**src/rtl/uart_pkg.sv**
```systemverilog
// ==========================================================================
// uart_pkg - shared state encodings, parity modes and sizing helper for UART
// Revision: 1.0
// ==========================================================================
`default_nettype none

package uart_pkg;

  localparam logic [2:0] ST_IDLE   = 3'd0;
  localparam logic [2:0] ST_START  = 3'd1;
  localparam logic [2:0] ST_DATA   = 3'd2;
  localparam logic [2:0] ST_PARITY = 3'd3;
  localparam logic [2:0] ST_STOP   = 3'd4;

  localparam logic [1:0] PAR_NONE = 2'b00;
  localparam logic [1:0] PAR_EVEN = 2'b01;
  localparam logic [1:0] PAR_ODD  = 2'b10;

  // Number of bits needed to count 0..value-1.
  function automatic int clogb2(input int value);
    int result;
    result = 0;
    for (int v = value - 1; v > 0; v = v >> 1) begin
      result = result + 1;
    end
    return result;
  endfunction

endpackage

`default_nettype wire

```
**src/rtl/uart_bit_timer.sv**
```systemverilog
// ==========================================================================
// uart_bit_timer - counts oversample ticks up to a programmable terminal count
// Revision: 1.0
// ==========================================================================
`default_nettype none

module uart_bit_timer #(
  parameter int CW = 5
) (
  input  logic          clk,
  input  logic          i_rst,
  input  logic          i_tick,
  input  logic          i_clear,
  input  logic [CW-1:0] i_term_m1,
  output logic          o_bit_end
);

  logic [CW-1:0] cnt_q;
  logic [CW-1:0] cnt_d;

  // A tick landing on the clear edge is deliberately discarded.
  assign o_bit_end = i_tick && !i_clear && (cnt_q == i_term_m1);

  always_comb begin
    cnt_d = cnt_q;
    if (i_clear || o_bit_end) begin
      cnt_d = '0;
    end else if (i_tick) begin
      cnt_d = cnt_q + CW'(1);
    end
  end

  always_ff @(posedge clk or posedge i_rst) begin
    if (i_rst) begin
      cnt_q <= '0;
    end else begin
      cnt_q <= cnt_d;
    end
  end

endmodule

`default_nettype wire

```
**src/rtl/uart_tx_cfg.sv**
```systemverilog
// ==========================================================================
// uart_tx_cfg - UART transmitter with runtime data length, parity and stop bits
// Revision: 1.0
// ==========================================================================
`default_nettype none

module uart_tx_cfg
  import uart_pkg::*;
#(
  parameter int NB_DATA  = 8,
  parameter int NB_OVS   = 16,
  parameter int NB_NBITS = 4
) (
  input  logic                clk,
  input  logic                i_rst,
  input  logic                i_tick,
  input  logic                i_valid,
  output logic                o_ready,
  input  logic [NB_DATA-1:0]  i_data,
  input  logic [NB_NBITS-1:0] i_nbits,
  input  logic [1:0]          i_parity,
  input  logic                i_stop2,
  output logic                o_data,
  output logic                o_busy,
  output logic                o_txdone
);

  localparam int CW = clogb2(NB_OVS * 2);
  localparam int BW = clogb2(NB_DATA);
  localparam logic [NB_NBITS-1:0] C_NBITS_MAX = NB_NBITS'(NB_DATA);
  localparam logic [NB_NBITS-1:0] C_NBITS_MIN = NB_NBITS'(5);

  logic [2:0]          state_q,  state_d;
  logic [NB_DATA-1:0]  shreg_q,  shreg_d;
  logic [NB_NBITS-1:0] nbits_q,  nbits_d;
  logic [1:0]          par_q,    par_d;
  logic [BW-1:0]       bcnt_q,   bcnt_d;
  logic                stop2_q,  stop2_d;
  logic                acc_q,    acc_d;
  logic                data_q,   data_d;
  logic                txdone_q, txdone_d;

  logic                w_accept;
  logic                w_bit_end;
  logic                w_last_bit;
  logic                w_has_par;
  logic                w_par_sum;
  logic [CW-1:0]       w_term_m1;
  logic [NB_NBITS-1:0] w_nbits_eff;

  assign w_accept    = (state_q == ST_IDLE) && i_valid;
  assign w_nbits_eff = (i_nbits < C_NBITS_MIN || i_nbits > C_NBITS_MAX) ? C_NBITS_MAX : i_nbits;
  assign w_has_par   = (par_q == PAR_EVEN) || (par_q == PAR_ODD);
  assign w_last_bit  = (NB_NBITS'(bcnt_q) == nbits_q - NB_NBITS'(1));
  assign w_par_sum   = acc_q ^ shreg_q[0];
  assign w_term_m1   = (state_q == ST_STOP && stop2_q) ? CW'(2 * NB_OVS - 1) : CW'(NB_OVS - 1);

  uart_bit_timer #(
    .CW (CW)
  ) u_bit_timer (
    .clk       (clk),
    .i_rst     (i_rst),
    .i_tick    (i_tick),
    .i_clear   (w_accept),
    .i_term_m1 (w_term_m1),
    .o_bit_end (w_bit_end)
  );

  always_comb begin
    state_d  = state_q;
    shreg_d  = shreg_q;
    nbits_d  = nbits_q;
    par_d    = par_q;
    stop2_d  = stop2_q;
    bcnt_d   = bcnt_q;
    acc_d    = acc_q;
    data_d   = data_q;
    txdone_d = 1'b0;
    case (state_q)
      ST_IDLE: begin
        data_d = 1'b1;
        if (i_valid) begin
          shreg_d = i_data;
          nbits_d = w_nbits_eff;
          par_d   = i_parity;
          stop2_d = i_stop2;
          bcnt_d  = '0;
          acc_d   = 1'b0;
          data_d  = 1'b0;
          state_d = ST_START;
        end
      end
      ST_START: begin
        if (w_bit_end) begin
          state_d = ST_DATA;
          data_d  = shreg_q[0];
        end
      end
      ST_DATA: begin
        if (w_bit_end) begin
          acc_d   = w_par_sum;
          shreg_d = shreg_q >> 1;
          if (!w_last_bit) begin
            bcnt_d = bcnt_q + BW'(1);
            data_d = shreg_q[1];
          end else if (w_has_par) begin
            state_d = ST_PARITY;
            data_d  = (par_q == PAR_ODD) ? ~w_par_sum : w_par_sum;
          end else begin
            state_d = ST_STOP;
            data_d  = 1'b1;
          end
        end
      end
      ST_PARITY: begin
        if (w_bit_end) begin
          state_d = ST_STOP;
          data_d  = 1'b1;
        end
      end
      ST_STOP: begin
        data_d = 1'b1;
        if (w_bit_end) begin
          state_d  = ST_IDLE;
          txdone_d = 1'b1;
        end
      end
      default: begin
        state_d = ST_IDLE;
        data_d  = 1'b1;
      end
    endcase
  end

  always_ff @(posedge clk or posedge i_rst) begin
    if (i_rst) begin
      state_q  <= ST_IDLE;
      shreg_q  <= '0;
      nbits_q  <= '0;
      par_q    <= PAR_NONE;
      stop2_q  <= 1'b0;
      bcnt_q   <= '0;
      acc_q    <= 1'b0;
      data_q   <= 1'b1;
      txdone_q <= 1'b0;
    end else begin
      state_q  <= state_d;
      shreg_q  <= shreg_d;
      nbits_q  <= nbits_d;
      par_q    <= par_d;
      stop2_q  <= stop2_d;
      bcnt_q   <= bcnt_d;
      acc_q    <= acc_d;
      data_q   <= data_d;
      txdone_q <= txdone_d;
    end
  end

  assign o_ready  = (state_q == ST_IDLE);
  assign o_busy   = (state_q != ST_IDLE);
  assign o_data   = data_q;
  assign o_txdone = txdone_q;

endmodule

`default_nettype wire

```
**config.mk**
```make
export PLATFORM = sky130hd
export DESIGN_NAME = uart_tx_cfg
export DESIGN_NICKNAME = d
export VERILOG_FILES = /design/src/rtl/uart_pkg.sv /design/src/rtl/uart_bit_timer.sv /design/src/rtl/uart_tx_cfg.sv
export SDC_FILE = /design/constraint.sdc
export NUM_CORES = 1
export LEC_CHECK = 0
export ABC_AREA = 1
export CAP_MARGIN = 20
export CORE_ASPECT_RATIO = 0.9
export CORE_MARGIN = 10
export CORE_UTILIZATION = 30
export CTS_CLUSTER_DIAMETER = 80
export CTS_CLUSTER_SIZE = 20
export DETAILED_ROUTE_END_ITERATION = 12
export PLACE_DENSITY_LB_ADDON = 0.25
export SKIP_LAST_GASP = 1
export SLEW_MARGIN = 20
export SYNTH_ARGS = -nofsm -noshare
export SYNTH_HDL_FRONTEND = slang
export SYNTH_SLANG_ARGS = --single-unit
```
**constraint.sdc**
```tcl
create_clock -name clk -period 4.2 [get_ports clk]
set_input_delay 0.42 -clock clk [delete_from_list [all_inputs] [get_ports clk]]
set_output_delay 0.42 -clock clk [all_outputs]
set_load 0.01 [all_outputs]
```
==> results.yml <==
outcome:
  status: "finished clean"
clock_tree:
  cts_root_buf: "clkbuf_8"
  h-tree-depth: 2
  cts_setup_buffers: 0
  cts_tree: "built"
  cts_repair_resize_count: 0
  cts.clk_slew.worst_paths_ns: 0.06
  cts_sinks: 29
  max-clock-path-buffers: 2
  clock_latency_ns: 0.28
  cts_buffers: 5
  cts_hold_buf: 0
floorplan:
  die_x_um: 99.8
  io_pins: 23
  num_rows: 26
  start_util_pct: 30.6
  core_area_um2: 5630
  dieArea_um2: 9170
  die_h_um: 91.8
critical_path:
  reg2regPathDepth: 12
  arrival_ns: 1.75
  cp_max_fo: 5
  worst-setup-path-type: "flip-flop to output port"
  r2r_setup_slack_ns: 2.22
  reg2reg_from: "nbits_q[0]$_DFFE_PP0P_"
  startpoint_type: "flip-flop"
  timing.rr.end: "state_q[0]$_DFFE_PP0P_"
  endpoint_kind: "output port"
  worstPathRequired_ns: 3.78
drt:
  via_count: 1405
  drtIter0Drc: 53
  post_drt_wl_per_cell_um: 11.5
  wl_um: 3650
  drt_pre_antenna_iters: 4
  drc: 0
  drt-vias-per-instance: 4.42
  ant_nets: 0
finish:
  finish.instance_area_um2: 2070
  final-seq-area_um2: 727
  fill_cells: 595
  diodes: 0
  layout-drive-gt1-share_pct: 14.5
  multi_input_area_um2: 812
  nNetsFinal: 270
  syn_to_final_growth_pct: 20.4
yosys:
  yosysWarnings: 0
  ys_types: 28
  synth_edf_count: 0
  netlist_instances: 221
  syn-num-nets: 244
  synthesis.area_um2: 1720
  ys_seq_elements: 29
  ys_top_cells_by_area: "dfrtp_1, nand2_1, inv_1, o21ai_2, nand3_1"
  yosysMostFrequentCell: "nand2_1"
  ys_seq_area_share_pct: 42.3
  ys_top_cells_by_count: "nand2_1, inv_1, dfrtp_1"
  synth_area_per_cell_um2: 7.78
  synthArstFlopShare_pct: 100
  synth_area_leader_cell: "dfrtp_1"
  synth_top_area_share_pct: 40.7
  synth_flop_cell: "dfrtp_1"
min_path:
  hp-start: "par_q[1]$_DFFE_PP0P_"
  worstHoldPathType: "flip-flop to flip-flop"
  hold_end: "par_q[1]$_DFFE_PP0P_"
  min_path_cells: 2
grt:
  grt_overflow: 0
  grt_usage_pct: 8.55
  grt_pass1_wl_um: 6430
  grt_pass1_vias: 1348
  grt_max_degree: 30
  antenna_found_initial: 0
timing:
  grt_setup_unrepaired: "no"
  fmax_ghz: 0.461
  slew_headroom_pct: 71.6
  finalWorstSetupSlack_ns: 2.03
  fin_crit_ns: 2.17
  hold-worst-slack_ns: 0.490
  setup_viol: 0
  skew_ns: 0.00337
  final_max_slew_viol_count: 0
  finalHoldViolCount: 0
  tightest_slew_ns: 0.426
  fin_setup_tns_ns: 0
  period_share_pct: 51.7
pwr:
  ir_worst_vdd_uv: 222
  switchingPower_w: 0.000564
  p_per_area_nw_per_um2: 634
  seq_power_share_pct: 34.9
  swShare_pct: 43.0
  p_leak_nw: 1.01
  pwr-share-clk_pct: 16.8
  p_int_w: 0.000748
  combPwrFrac_pct: 48.3
run:
  cap_violations: 0
placement:
  dp.final_hpwl_um: 2790
  preCtsSetupSlack_ns: 2.11
  io_buffers: 22
  gp_congestion: 0.748
  place_area_um2: 1990
[layout by cell type, fill, tap and decap left out]
master	n
nand3b_1	1
dfstp_2	1
ha_1	4
nand2_1	58
clkdlybuf4s50_1	22
inv_2	4
xnor2_1	2
nor2_4	4
nor2_1	19
o21ai_0	14
o21ai_2	10
inv_4	1
o31ai_1	1
nand3_1	17
buf_4	1
o211ai_1	1
clkinv_2	2
inv_1	30
dfrtp_1	28
clkbuf_1	1
nand3_2	1
xor2_1	2
nand4_1	2
a21oi_4	1
and2_1	1
nor2_2	3
a21oi_1	7
o21ai_1	2
clkbuf_8	5
nand2_2	3
[worst max-delay path, stage by stage, from the launching register on]
cell	delay (ns)
dfrtp_1	0.47
nor2_4	0.19
nand2_1	0.19
inv_1	0.09
clkdlybuf4s50_1	0.54
[logic make-up after synthesis]
group / Yosys count / share of synthesized area [%]
buffers and inverters: 39 / 10.5
XOR/XNOR: 4 / 2.04
AO/OA/AOI/OAI: 36 / 13.6
AND/OR/NAND/NOR: 109 / 28.7
flip-flops: 29 / 42.3
adder cells (fa/ha/maj): 4 / 2.91
[through the flow]
stage	utilization (%)	power (W)	instances
6_report	36.8	0.00131	318
3_3_place_gp	35.3	0.00110	310
4_1_cts	36.8	0.00134	318
2_1_floorplan	-	0.000963	221
3_5_place_dp	35.3	0.00111	310
5_1_grt	36.8	0.00146	318
[per-layer routing]
layer | vias up | routed length (µm) | global-route usage, %
met3 | 4 | 114 | 2.48
li1 | 753 | - | -
met4 | 0 | 42 | 3.22
met5 | - | 0 | 0
met1 | 633 | 1800 | 11.1
met2 | 15 | 1700 | 13.1
[flip-flops by register name (all words and copies together), names as in the netlist]
signal	count
shreg_q	8
u_bit_timer.cnt_q	5
nbits_q	4
bcnt_q	3
state_q	3
par_q	2
acc_q	1
o_data	1
o_txdone	1
stop2_q	1
[power by group through the flow]
| stage | logic [W] | clock network [W] | registers (W) |
|---|---|---|---|
| 2_1_floorplan | 0.000513 | 0 | 0.000450 |
| 3_3_place_gp | 0.000637 | 0 | 0.000463 |
| 3_5_place_dp | 0.000642 | 0 | 0.000464 |
| 4_1_cts | 0.000646 | 0.000230 | 0.000459 |
| 5_1_grt | 0.000740 | 0.000244 | 0.000473 |
| 6_report | 0.000633 | 0.000221 | 0.000458 |
[worst max path at each step]
stage	from	end	slack, ns
after floorplan	nbits_q[0]$_DFFE_PP0P_	state_q[0]$_DFFE_PP0P_	2.54
after global placement	i_tick	bcnt_q[0]$_DFFE_PP0P_	2.11
after detailed placement	i_tick	bcnt_q[2]$_DFFE_PP0P_	2.11
after CTS	state_q[0]$_DFFE_PP0P_	o_ready	1.99
after global routing	state_q[0]$_DFFE_PP0P_	o_ready	1.90
final	state_q[0]$_DFFE_PP0P_	o_ready	2.03
[area by class of cell]
class / count / share of cell area (%)
inverter: 35 / 6.47
timing repair buffer: 23 / 11.0
sequential: 29 / 35.1
clock inverter: 2 / 0.483
clock buffer: 6 / 3.50
tap: 70 / 4.23
multi-input combinational: 153 / 39.2
(Power assumes the default switching activity.)
